## config.mk

```make
export PLATFORM = sky130hd
export DESIGN_NAME = modulo_condicionador_entradas
export DESIGN_NICKNAME = d
export VERILOG_FILES = /design/src/rtl/modulo_condicionador_entradas_pkg.sv /design/src/rtl/modulo_condicionador_entradas_debounce.sv /design/src/rtl/modulo_condicionador_entradas.sv
export SDC_FILE = /design/constraint.sdc
export NUM_CORES = 1
export LEC_CHECK = 0
export ABC_AREA = 1
export ABC_CLOCK_PERIOD_IN_PS = 3500
export BUFFER_PORTS_ARGS = -buffer_cell sky130_fd_sc_hd__buf_4
export CORE_MARGIN = 1
export CORE_UTILIZATION = 45
export DETAILED_ROUTE_END_ITERATION = 10
export PLACE_DENSITY = 0.63
export SYNTH_ARGS = -nofsm -noshare
export SYNTH_HDL_FRONTEND = slang
export SYNTH_SLANG_ARGS = --single-unit
```

## constraint.sdc

```tcl
create_clock -name clk -period 3.5 [get_ports clk]
set_clock_uncertainty 0.15 [all_clocks]
set_input_delay 0.175 -clock clk [delete_from_list [all_inputs] [get_ports clk]]
set_output_delay 0.175 -clock clk [all_outputs]
set_load 0.01 [all_outputs]
```

## src/rtl/modulo_condicionador_entradas_pkg.sv

```systemverilog
// Shared definitions for the input conditioner: debounce FSM encoding and
// default timing parameters.
package modulo_condicionador_entradas_pkg;

    typedef enum logic [1:0] {
        ST_IDLE        = 2'd0,
        ST_DEB_PRESS   = 2'd1,
        ST_HELD        = 2'd2,
        ST_DEB_RELEASE = 2'd3
    } deb_state_t;

    // 10 ms of stable level at 50 MHz
    localparam int DEB_CYCLES_DEFAULT  = 500000;
    localparam int SYNC_STAGES_DEFAULT = 2;

endpackage

```

## src/rtl/modulo_condicionador_entradas_debounce.sv

```systemverilog
// One push-button channel: synchronizer, press/release debounce FSM and a
// single registered pulse per accepted press (no auto-repeat).
module modulo_debounce_botao
    import modulo_condicionador_entradas_pkg::*;
#(
    parameter int DEB_CYCLES  = DEB_CYCLES_DEFAULT,
    parameter int SYNC_STAGES = SYNC_STAGES_DEFAULT
) (
    input  logic       clk,
    input  logic       clr,
    input  logic       btn_raw,
    output logic       fire,
    output logic       pulse,
    output deb_state_t state
);

    localparam int CNT_W = (DEB_CYCLES > 1) ? $clog2(DEB_CYCLES) : 1;
    localparam logic [CNT_W-1:0] CNT_LAST = CNT_W'(DEB_CYCLES - 1);

    logic [SYNC_STAGES-1:0] sync_q;
    logic                   level;
    deb_state_t             state_q, state_d;
    logic [CNT_W-1:0]       cnt_q, cnt_d;

    // Synchronizer resets to 1 so a released (active-low) button is seen.
    always_ff @(posedge clk or negedge clr) begin
        if (!clr) begin
            sync_q  <= '1;
            state_q <= ST_IDLE;
            cnt_q   <= '0;
            pulse   <= 1'b0;
        end else begin
            sync_q  <= {sync_q[SYNC_STAGES-2:0], btn_raw};
            state_q <= state_d;
            cnt_q   <= cnt_d;
            pulse   <= fire;
        end
    end

    assign level = sync_q[SYNC_STAGES-1];
    assign state = state_q;

    always_comb begin
        state_d = state_q;
        cnt_d   = '0;
        fire    = 1'b0;
        case (state_q)
            ST_IDLE: begin
                if (!level) state_d = ST_DEB_PRESS;
            end
            ST_DEB_PRESS: begin
                if (level) begin
                    state_d = ST_IDLE;
                end else if (cnt_q == CNT_LAST) begin
                    state_d = ST_HELD;
                    fire    = 1'b1;
                end else begin
                    cnt_d = cnt_q + 1'b1;
                end
            end
            ST_HELD: begin
                if (level) state_d = ST_DEB_RELEASE;
            end
            ST_DEB_RELEASE: begin
                if (!level) begin
                    state_d = ST_HELD;
                end else if (cnt_q == CNT_LAST) begin
                    state_d = ST_IDLE;
                end else begin
                    cnt_d = cnt_q + 1'b1;
                end
            end
            default: state_d = ST_IDLE;
        endcase
    end

endmodule

```

## src/rtl/modulo_condicionador_entradas.sv

```systemverilog
// Board input conditioner: two debounced buttons with clear-priority
// arbitration, a tracking mode bus and a coordinate snapshot taken on "fire".
module modulo_condicionador_entradas
    import modulo_condicionador_entradas_pkg::*;
#(
    parameter int DEB_CYCLES  = DEB_CYCLES_DEFAULT,
    parameter int SYNC_STAGES = SYNC_STAGES_DEFAULT
) (
    input  logic       clk,
    input  logic       clr,
    input  logic       btn_clk_raw,
    input  logic       btn_clr_raw,
    input  logic [1:0] hh1_raw,
    input  logic [5:0] hh2_raw,
    output logic       button_clk,
    output logic       button_clr,
    output logic [1:0] hh1,
    output logic [5:0] hh2
);

    logic       fire_clk, fire_clr;
    logic       pulse_clk, pulse_clr;
    deb_state_t state_clk, state_clr;
    logic       block_clk, load_clk, clk_ok_q;
    logic [1:0] hh1_sync [SYNC_STAGES];
    logic [5:0] hh2_sync [SYNC_STAGES];
    logic       unused_state_clk;

    modulo_debounce_botao #(.DEB_CYCLES(DEB_CYCLES), .SYNC_STAGES(SYNC_STAGES)) u_deb_clk (
        .clk     (clk),
        .clr     (clr),
        .btn_raw (btn_clk_raw),
        .fire    (fire_clk),
        .pulse   (pulse_clk),
        .state   (state_clk)
    );

    modulo_debounce_botao #(.DEB_CYCLES(DEB_CYCLES), .SYNC_STAGES(SYNC_STAGES)) u_deb_clr (
        .clk     (clk),
        .clr     (clr),
        .btn_raw (btn_clr_raw),
        .fire    (fire_clr),
        .pulse   (pulse_clr),
        .state   (state_clr)
    );

    assign unused_state_clk = ^state_clk;

    // Clear wins: a fire press is dropped while clear fires or is still held.
    assign block_clk = fire_clr || (state_clr == ST_HELD) || (state_clr == ST_DEB_RELEASE);
    assign load_clk  = fire_clk && !block_clk;

    always_ff @(posedge clk or negedge clr) begin
        if (!clr) begin
            for (int i = 0; i < SYNC_STAGES; i++) begin
                hh1_sync[i] <= '0;
                hh2_sync[i] <= '0;
            end
            clk_ok_q <= 1'b0;
            hh2      <= '0;
        end else begin
            hh1_sync[0] <= hh1_raw;
            hh2_sync[0] <= hh2_raw;
            for (int i = 1; i < SYNC_STAGES; i++) begin
                hh1_sync[i] <= hh1_sync[i-1];
                hh2_sync[i] <= hh2_sync[i-1];
            end
            clk_ok_q <= !block_clk;
            if (load_clk) hh2 <= hh2_sync[SYNC_STAGES-1];
        end
    end

    assign hh1        = hh1_sync[SYNC_STAGES-1];
    assign button_clk = pulse_clk && clk_ok_q;
    assign button_clr = pulse_clr;

endmodule

```

==> results of run 1 <==
[cells in the mapped netlist]
| cell type | instances | area, µm² |
|---|---|---|
| nor2_2 | 8 | 50.1 |
| a31oi_1 | 1 | 6.26 |
| nand4_1 | 6 | 37.5 |
| and3_1 | 1 | 6.26 |
| o21a_1 | 2 | 15.0 |
| nand2_4 | 1 | 11.3 |
| nor2_1 | 62 | 233 |
| o21ai_0 | 3 | 15.0 |
| or3b_1 | 1 | 8.76 |
| a21o_1 | 1 | 7.51 |
| dfstp_2 | 4 | 105 |
| inv_2 | 3 | 11.3 |
| or2_0 | 1 | 6.26 |
| nand2_1 | 67 | 251 |
| nor2_4 | 4 | 45.0 |
| buf_4 | 3 | 22.5 |
| inv_1 | 29 | 109 |
| xor2_1 | 15 | 131 |
| nand3_1 | 24 | 120 |
| nand3_2 | 2 | 20.0 |
| nand2_2 | 6 | 37.5 |
| or2_2 | 2 | 12.5 |
| a21oi_1 | 6 | 30.0 |
| nand3b_1 | 1 | 7.51 |
| nor3b_1 | 3 | 22.5 |
| xnor2_1 | 5 | 43.8 |
| buf_6 | 1 | 11.3 |
| nor3_2 | 1 | 10.0 |
| o22ai_1 | 1 | 6.26 |
| nor4_1 | 1 | 6.26 |
| ha_1 | 2 | 25.0 |
| nor3_1 | 14 | 70.1 |
| dfrtp_1 | 67 | 1680 |
[sequential cells by signal (all words and copies together) (netlist names), 2 cells and up, named ones only]
name,count
hh1,2
hh2_sync,12
u_deb_clr.sync_q,2
u_deb_clk.sync_q,2
hh1_sync,2
u_deb_clr.cnt_q,19
hh2,6
u_deb_clk.cnt_q,19
[final timing paths]
| path | startpoint | cells past startpoint | end |
|---|---|---|---|
| min | hh1_sync[2]$_DFF_PN0_ | 0 | hh1[0]$_DFF_PN0_ |
| min reg2reg | hh1_sync[2]$_DFF_PN0_ | 0 | hh1[0]$_DFF_PN0_ |
| max | u_deb_clr.cnt_q[0]$_DFF_PN0_ | 9 | hh2[2]$_DFFE_PN0P_ |
| max reg2reg | u_deb_clr.cnt_q[0]$_DFF_PN0_ | 9 | hh2[2]$_DFFE_PN0P_ |
| max in group asynchronous | clr | 2 | u_deb_clr.cnt_q[2]$_DFF_PN0_ |
| min in group asynchronous | clr | 2 | u_deb_clk.cnt_q[6]$_DFF_PN0_ |
[cell type report]
type	instances	area [µm²]
well taps	96	120
flip-flops and latches	71	1780
inverters	32	120
multi-input cells	241	1240
clock inverters	6	68.8
fillers	618	3070
clock buffers	10	128
repair buffers	32	268
[power by group through the flow]
stage / combinational, µW / sequential (µW) / clock, µW
detailed placement: 45.5 / 859 / 0
global route: 61.3 / 845 / 696
finish: 53.2 / 843 / 646
global placement: 44.7 / 858 / 0
floorplan: 18.1 / 857 / 0
CTS: 55.7 / 843 / 673
[worst register-to-register path, cell delays in order (launching register included)]
cell     delay, ns
dfrtp_1       0.40
ha_1          0.28
nand3_2       0.14
nor2_1        0.06
nand3_1       0.11
nor2_1        0.06
nor2_2        0.30
nand2_4       0.12
nand2_1       0.08
nand2_1       0.05
[logic make-up (layout without fill, tap and decap cells)]
| family | Yosys count | after routing | synth area share, % |
|---|---|---|---|
| XOR/XNOR | 20 | 20 | 5.52 |
| buffers and inverters | 36 | 80 | 4.85 |
| flip-flops | 71 | 71 | 56.2 |
| AND/OR/NAND/NOR | 205 | 205 | 30.1 |
| AO/OA/AOI/OAI | 14 | 14 | 2.52 |
| adder cells (fa/ha/maj) | 2 | 2 | 0.789 |
[per-stage QoR]
step	util [%]	setup WS (ns)
floorplan	-	1.86
global placement	50.3	1.71
detailed placement	50.3	1.66
CTS	54.8	1.65
global route	54.8	1.51
finish	54.8	1.66
[routing by layer]
layer  wire [µm]  part of all wire (%)  vias to the layer above
met5           0                     0                        -
met3         201                   3.6                        4
met2        2670                    47                       23
met4          42                  0.74                        0
met1        2730                    48                     1081
li1            -                     -                     1180
==> results by group, run 1 <==
STA
  • Hold Vio Cnt, Final: 0
  • Total negative slack: 0 ns
  • Slew Viols, Final: 0
  • Shortest period the worst path allows: about 1.8 ns
  • Actual transition at the worst max-transition pin: 0.873 ns
  • Slew headroom: between 40% and 50%
  • Hold slack: 0.199 ns
  • Final setup viols: 0
  • Share of the cycle needed by the critical path after routing: 52.6%
  • Unrepaired setup endpoints after global routing: false
  • Fmax: ~540 MHz

Synth
  • Yosys Warn Count: 0
  • Number of nets in the synthesized netlist: 362
  • Number of cells produced by synthesis: 348
  • Post-Syn Area: 3170 µm²
  • Distinct cells, synth: 33
  • Sequential fraction of the synthesis area: 56.2%
  • Syn_area_per_cell: 9.11 µm²
  • Yosys reg bits: 71

Floorplan
  • Number of top-level pins: 22
  • Y dimension of the die: ~86 µm
  • Row cnt: 30
  • Starting density of the core: 46.7%
  • Core footprint: between 6000 and 7000 µm²
  • Die X-Extent: 86.0 µm
  • DIE AREA: 7390 µm²

Placement
  • HPWL Detailed: 3.87 mm
  • Weighted congestion at the end of routability-driven global placement: 0.857
  • Number of buffers added on ports: 21
  • Number of placed instances, taps included: 461
  • Placed instance area: 3420 µm²

Pwr
  • Net switching share of the total power: 22.8%
  • Worst voltage drop across the vdd grid: about 0.00022 V
  • Post-layout total power: 1540 µW
  • Reported net switching power: 351 µW
  • Power per cell area: 414 nW/µm²
  • Leakage power: 0.00161 µW
  • Combinational share of power: 3.5%
  • Sequential Power Share: 54.6%
  • Internal Pwr Total: 1190 µW
  • Clock share of power: 41.9%

Final layout
  • Fin area: around 3700 µm²
  • Area Growth Syn to Fin: 17.4%
  • Post-layout net count: 401
  • Most frequent cells in the layout: nand2_1 (67), dfrtp_1 (67), nor2_1 (62), inv_1 (29), nand3_1 (24)
  • Non-filler cells, final: 488
  • Fraction of final layout cells sized beyond drive strength 1: 17.1%
  • Number of diodes added for antenna fixing: 0

Clock network
  • CTS sink cnt: 71
  • Root buffer cell: clkbuf_8
  • Cts bufs inserted: 9
  • Clock slew at the register clock pins of the worst setup and hold paths: roughly 0.080 ns
  • H-tree depth: 3
  • TritonCTS clock tree: yes
  • Hold buffer count at cts: 11
  • Number of resized instances in the post-cts repair step: 0
  • Number of buffers on the longest clock path: 2
  • Clock insertion delay at the later pin of the skew report: roughly 0.34 ns
  • Post-CTS setup buffer count: 0

Global route
  • Number of global-route vias before repair: roughly 2300
  • GRT met2 Usage: 28.0%
  • Global-route wire length before repair: 10.0 mm
  • Number of antenna violations at the first check in global routing: 0
  • GR peak layer: met2
  • Leftover overflow at the end of global routing: 0
  • Fraction of met3 tracks used by global routing: 6.45%
  • Global routing met1 resource utilization: 22.2%
  • Global-route usage over all layers: 17.6%
  • Maximum number of pins on one net before global-route repair: 72

Critical path
  • Critical-path top delay cell: dfrtp_1
  • Delay of the slowest cell on the worst path: 0.40 ns
  • Worst Setup Start Kind: register
  • Data arrival time at the worst-slack endpoint: 1.93 ns
  • Kind of end point of the critical path: register
  • Largest fanout on the critical path: 8
  • Kind of cell with the highest combined delay on the critical path: simple AND/OR/NAND/NOR gates
  • Buffers plus inverters on the worst setup path: 0
  • Sequence of cells on the critical path: ha_1 > nand3_2 > nor2_1 > nand3_1 > nor2_1 > nor2_2 > nand2_4 > nand2_1 > nand2_1
  • Data required time at the worst endpoint: 3.59 ns
  • Worst-case register-to-register setup slack: 1.66 ns
  • Type of the setup path with the least slack: register to register

Drt
  • Final Routed Wirelength: 5.65 mm
  • Routed wire per std cell: 11.6 µm
  • Drt pass-1 iters: 4
  • First DRT Iteration DRCs: between 100 and 150
  • Avg Vias per Cell: between 4 and 5
  • Vias post-DR: between 2000 and 2500
  • Number of nets still failing antenna checks after routing: 0
  • Number of remaining DRC errors: 0

Run status
  • Run status: completed

Job
  • Maximum Capacitance Violations: 0

Worst hold path
  • Worst hold path type: register to register
Power figures use the tool's default switching activity.
==> run 2, diff against run 1 <==
--- a/config.mk
+++ b/config.mk
@@ -6,7 +6,7 @@
 export NUM_CORES = 1
 export LEC_CHECK = 0
 export ABC_AREA = 1
-export ABC_CLOCK_PERIOD_IN_PS = 3500
+export ABC_CLOCK_PERIOD_IN_PS = 1810
 export BUFFER_PORTS_ARGS = -buffer_cell sky130_fd_sc_hd__buf_4
 export CORE_MARGIN = 1
 export CORE_UTILIZATION = 45
==> constraint.sdc (replaced) <==
create_clock -name clk -period 1.81 [get_ports clk]
set_clock_uncertainty 0.15 [all_clocks]
set_input_delay 0.0905 -clock clk [delete_from_list [all_inputs] [get_ports clk]]
set_output_delay 0.0905 -clock clk [all_outputs]
set_load 0.01 [all_outputs]
==> run 2 against run 1 <==
- cell count increased by 1.8%
- fmax increased by 10%
- clock-buffer cell count unchanged
- critical path type unchanged
- largest power group unchanged
==> results by group, run 2 (synthesized netlist as in run 1, its figures left out) <==
Critical path
  • Largest fanout on the critical path: 7
  • Most frequent cell on the critical path: nand2_1
  • Sequence of cells on the critical path: ha_1 > nand3_2 > nor2_1 > nand4_1 > nor2_4 > nand2_4 > nand2_1 > nand2_1
  • Worst Reg2Reg Path Length in Cells: 8
  • Buffers plus inverters on the worst setup path: 0
  • Type of the setup path with the least slack: register to register
  • Data required time at the worst endpoint: around 1.9 ns
  • Reg-to-Reg End: hh2[5]$_DFFE_PN0P_
  • Worst Setup Start Kind: register
  • Kind of cell with the highest combined delay on the critical path: simple AND/OR/NAND/NOR gates
  • RR Startpoint: u_deb_clk.cnt_q[0]$_DFF_PN0_
  • Data arrival time at the worst-slack endpoint: 1.76 ns
  • Critical-path top delay cell: dfrtp_1
  • Kind of end point of the critical path: register
  • Delay of the slowest cell on the worst path: 0.37 ns
  • Worst-case register-to-register setup slack: approximately 0.14 ns

Pwr
  • Post-layout total power: 3090 µW
  • Leakage power: 0.00167 µW
  • Power per cell area: 805 nW/µm²
  • Worst voltage drop across the vdd grid: between 0.0003 and 0.0004 V

Clock network
  • CTS sink cnt: between 70 and 80
  • Number of buffers on the longest clock path: 2
  • Clock insertion delay at the later pin of the skew report: 0.34 ns
  • TritonCTS clock tree: yes
  • Clock slew at the register clock pins of the worst setup and hold paths: about 0.080 ns
  • Cts bufs inserted: 9
  • Root buffer cell: clkbuf_8
  • H-tree depth: 3

Final layout
  • Combined area of the multi-input logic cells: 1260 µm²
  • Most frequent cells in the layout: nand2_1 (67), dfrtp_1 (67), nor2_1 (60), buf_4 (29), inv_1 (28)
  • Fraction of final layout cells sized beyond drive strength 1: 20.2%
  • Number of diodes added for antenna fixing: 0
  • Reg area: 1780 µm²
  • Number of filler instances in the final layout: 608
  • Registers with the most flip-flops: u_deb_clk.cnt_q (19), u_deb_clr.cnt_q (19), hh2_sync (12)
  • Area Growth Syn to Fin: 21.1%
  • Post-layout net count: a little over 400
  • Fin area: slightly below 4000 µm²

Drt
  • Final Routed Wirelength: approximately 5.8 mm
  • First DRT Iteration DRCs: between 100 and 150
  • Vias post-DR: 2363
  • Drt pass-1 iters: 4
  • Avg Vias per Cell: 4.75
  • Number of nets still failing antenna checks after routing: 0
  • Number of remaining DRC errors: 0
  • Routed wire per std cell: about 12 µm

Placement
  • HPWL Detailed: 4.11 mm
  • Weighted congestion at the end of routability-driven global placement: 0.844
  • Placed instance area: 3500 µm²
  • Worst slack after detailed placement: 0.0209 ns
  • Number of buffers added on ports: 21

Floorplan
  • Number of top-level pins: 22
  • Y dimension of the die: between 80 and 90 µm
  • Starting density of the core: 46.7%
  • Row cnt: 30
  • Core footprint: between 6000 and 7000 µm²
  • Die X-Extent: 86.0 µm
  • DIE AREA: 7390 µm²

Global route
  • Number of global-route vias before repair: 2362
  • Global-route wire length before repair: ~10 mm
  • Global-route usage over all layers: 18.3%
  • Number of antenna violations at the first check in global routing: 0
  • Maximum number of pins on one net before global-route repair: slightly above 40
  • Leftover overflow at the end of global routing: 0

Job
  • Maximum Capacitance Violations: 0

Run status
  • Run status: completed

STA
  • Final setup viols: 0
  • Hold Vio Cnt, Final: 0
  • Actual transition at the worst max-transition pin: 0.523 ns
  • Unrepaired setup endpoints after global routing: true
  • Fmax: 598 MHz
  • Slew Viols, Final: 0
  • Setup slack after layout: 0.139 ns
  • Shortest period the worst path allows: 1.67 ns
  • Slew headroom: about two thirds
  • Share of the cycle needed by the critical path after routing: between 90 and 100%

Worst hold path
  • Worst hold path type: primary input to async pin
run 2: cell types whose count changed in the layout (fill, tap and decap cells not counted), sizes merged:
cell    previous run  this run
buf               21        30
inv               33        32
bufinv             1         2
run 2: per-stage QoR:
stage	TNS, ns	hold WS, ns	utilization (%)	instances
after floorplan	0	-0.355	-	348
after global placement	0	-0.0466	51.5	470
after detailed placement	0	-0.0413	51.5	470
after CTS	0	0.136	56.2	497
after global routing	-0.000919	0.156	56.6	497
final	0	0.125	56.6	497
run 2: report_power, final:
part	total, µW	internal (µW)	switching [µW]
combinational	117	53.6	63.8
sequential	1630	1620	11.7
clock	1350	774	573
total	3090	2450	648
run 2: how the worst max path moves through the flow:
stage,start,end,slack [ns],cells after the start
floorplan,u_deb_clr.cnt_q[0]$_DFF_PN0_,hh2[0]$_DFFE_PN0P_,0.17,9
global placement,u_deb_clr.cnt_q[0]$_DFF_PN0_,hh2[3]$_DFFE_PN0P_,0.1,9
detailed placement,u_deb_clr.cnt_q[0]$_DFF_PN0_,hh2[5]$_DFFE_PN0P_,0.02,9
CTS,u_deb_clr.cnt_q[0]$_DFF_PN0_,hh2[2]$_DFFE_PN0P_,0.02,9
global route,u_deb_clk.cnt_q[0]$_DFF_PN0_,hh2[4]$_DFFE_PN0P_,-0.0009,8
finish,u_deb_clk.cnt_q[0]$_DFF_PN0_,hh2[5]$_DFFE_PN0P_,0.14,8
run 2: timing repair:
item / 4_1_cts / 5_1_grt
buffers inserted: 0 / 0
hold buffers: 11 / 0
endpoints found under the hold margin: 66 / 0
setup endpoints to repair: 0 / 26
resized for setup: 0 / 7
run 2: metal layers:
| layer | track usage, % | part of all wire, % | up-vias |
|---|---|---|---|
| met3 | 6.16 | 2.8 | 9 |
| met1 | 21.4 | 45 | 1132 |
| met2 | 30.8 | 51 | 25 |
| met4 | 7.42 | 1.2 | 0 |
| met5 | 0 | 0 | - |
| li1 | - | - | 1197 |
run 2: worst register-to-register path: cells and delay by family (launching register included):
family,cells,cell delay [ns]
DFF,1,0.37
and+or+nand+nor,7,0.85
adders and majority gates,1,0.21
run 2: area by class of cell:
| cell class | count | share of cell area (%) |
|---|---|---|
| well taps | 96 | 3.13 |
| inverters | 32 | 3.13 |
| flip-flops and latches | 71 | 46.4 |
| multi-input cells | 241 | 32.8 |
| repair buffers | 41 | 9.05 |
| clock buffers | 10 | 3.32 |
| clock inverters | 6 | 2.25 |
==> run 3, diff against run 2 <==
==> constraint.sdc (replaced) <==
create_clock -name clk -period 1.81 [get_ports clk]
set_clock_uncertainty 0.15 [all_clocks]
set_input_delay 0.362 -clock clk [delete_from_list [all_inputs] [get_ports clk]]
set_output_delay 0.362 -clock clk [all_outputs]
set_load 0.01 [all_outputs]
==> run 3 against run 2 <==
- first-iteration DRC count down 8.5%
- wire length up 2.4%
- total power down 7.9%
- utilization down 0.11 points
- critical path type unchanged
- highest routed layer unchanged
==> results by group, run 3 (synthesized netlist as in run 1, its figures left out) <==
Pwr
  • Power per cell area: 743 nW/µm²
  • Leakage power: 0.00167 µW
  • Worst voltage drop across the vdd grid: between 0.0005 and 0.0006 V

Drt
  • Vias post-DR: 2373
  • Routed wire per std cell: 11.7 µm
  • Drt pass-1 iters: 4
  • Avg Vias per Cell: around 4.7
  • Final Routed Wirelength: slightly below 6 mm
  • First DRT Iteration DRCs: around 130
  • Number of remaining DRC errors: 0
  • Number of nets still failing antenna checks after routing: 0

Global route
  • Number of antenna violations at the first check in global routing: 0
  • Maximum number of pins on one net before global-route repair: 35
  • Number of global-route vias before repair: 2341
  • Global-route usage over all layers: between 15 and 20%
  • Leftover overflow at the end of global routing: 0
  • Global-route wire length before repair: 10.4 mm

Clock network
  • TritonCTS clock tree: yes
  • Number of buffers on the longest clock path: 2
  • Root buffer cell: clkbuf_8
  • Clock insertion delay at the later pin of the skew report: 0.33 ns
  • Clock slew at the register clock pins of the worst setup and hold paths: around 0.070 ns
  • CTS sink cnt: 71
  • H-tree depth: 3
  • Cts bufs inserted: 9

Run status
  • Run status: completed

STA
  • Actual transition at the worst max-transition pin: 0.449 ns
  • Slew Viols, Final: 0
  • Hold slack: roughly 0.2 ns
  • Hold Vio Cnt, Final: 0
  • Shortest period the worst path allows: 1.68 ns
  • Slew headroom: between 70 and 80%
  • Fmax: 594 MHz
  • Final setup viols: 0
  • Share of the cycle needed by the critical path after routing: 93.0%
  • Unrepaired setup endpoints after global routing: true

Final layout
  • Registers with the most flip-flops: u_deb_clk.cnt_q (19), u_deb_clr.cnt_q (19), hh2_sync (12)
  • Post-layout util: between 50% and 60%
  • Post-layout net count: 416
  • Number of filler instances in the final layout: 636
  • Number of diodes added for antenna fixing: 0
  • Most frequent cells in the layout: nand2_1 (67), dfrtp_1 (67), nor2_1 (62), buf_4 (35), inv_1 (28)
  • Area Growth Syn to Fin: 20.9%
  • Fraction of final layout cells sized beyond drive strength 1: 20.6%

Floorplan
  • Row cnt: 30
  • Starting density of the core: 46.7%
  • Y dimension of the die: between 80 and 90 µm
  • Die X-Extent: ~86 µm
  • DIE AREA: 7390 µm²
  • Number of top-level pins: 22
  • Core footprint: 6790 µm²

Critical path
  • Data arrival time at the worst-slack endpoint: 1.76 ns
  • Worst Setup Start Kind: register
  • Sequence of cells on the critical path: ha_1 > nand3_2 > nor2_1 > nand3_1 > nor2_1 > nor2_4 > nand2_4 > nand2_1 > nand2_1
  • Worst-case register-to-register setup slack: 0.13 ns
  • Type of the setup path with the least slack: register to register
  • Largest fanout on the critical path: 8
  • Kind of end point of the critical path: register
  • Critical-path top delay cell: dfrtp_1
  • Data required time at the worst endpoint: 1.89 ns
  • Delay of the slowest cell on the worst path: 0.40 ns

Placement
  • HPWL Detailed: 4.24 mm
  • Weighted congestion at the end of routability-driven global placement: 0.823
  • Number of buffers added on ports: 21

Worst hold path
  • Worst hold path type: register to register

Job
  • Maximum Capacitance Violations: 0
## run 3: through the flow
| step | power, µW | cell area, µm² | TNS [ns] | cells | setup WS (ns) |
|---|---|---|---|---|---|
| 2_1_floorplan | 1690 | 3170 | 0 | 348 | 0.167 |
| 3_3_place_gp | 1760 | 3520 | 0 | 473 | 0.0926 |
| 3_5_place_dp | 1760 | 3520 | 0 | 473 | 0.00307 |
| 4_1_cts | 2900 | 3800 | 0 | 500 | 0.00607 |
| 5_1_grt | 2970 | 3830 | -0.117 | 503 | -0.0314 |
| 6_report | 2850 | 3830 | 0 | 503 | 0.126 |
## run 3: final timing paths
check / start / end / cells after the start
max: u_deb_clr.cnt_q[0]$_DFF_PN0_ / hh2[5]$_DFFE_PN0P_ / 9
min reg2reg: hh1_sync[3]$_DFF_PN0_ / hh1[1]$_DFF_PN0_ / 0
max in group asynchronous: clr / u_deb_clk.cnt_q[15]$_DFF_PN0_ / 3
min in group asynchronous: clr / hh1[1]$_DFF_PN0_ / 2
max reg2reg: u_deb_clr.cnt_q[0]$_DFF_PN0_ / hh2[5]$_DFFE_PN0P_ / 9
min: hh1_sync[3]$_DFF_PN0_ / hh1[1]$_DFF_PN0_ / 0
## run 3: worst max-delay path: cells and delay by family, from the launching register on
kind	cells	cell delay (ns)
flip-flops	1	0.40
AND/OR/NAND/NOR	8	0.79
adder cells (fa/ha/maj)	1	0.25
## run 3: report_power, final
part / internal [µW] / total, µW / switching (µW)
clock network: 532 / 1100 / 565
registers: 1620 / 1630 / 11.7
logic: 56.1 / 121 / 65.0
total: 2210 / 2850 / 642
## run 3: per-layer routing
metal	global-route usage (%)	part of all wire (%)
met5	0	0
met4	6.06	1.2
met3	5.87	3.2
met2	29.5	49
met1	22.4	46
## run 3: what timing repair did
action,4_1_cts,5_1_grt
buffers inserted,0,3
hold buffers,11,0
setup endpoints to repair,0,13
resized for setup,0,4
endpoints found under the hold margin,37,0
## run 3: final cells by class
type | count | area (µm²) | share of cell area (%)
Clock buffer | 11 | 141 | 3.69
Clock inverter | 5 | 35.0 | 0.914
Inverter | 32 | 120 | 3.13
Multi-Input combinational cell | 241 | 1240 | 32.4
Sequential cell | 71 | 1780 | 46.5
Tap cell | 96 | 120 | 3.13
Timing Repair Buffer | 47 | 393 | 10.2
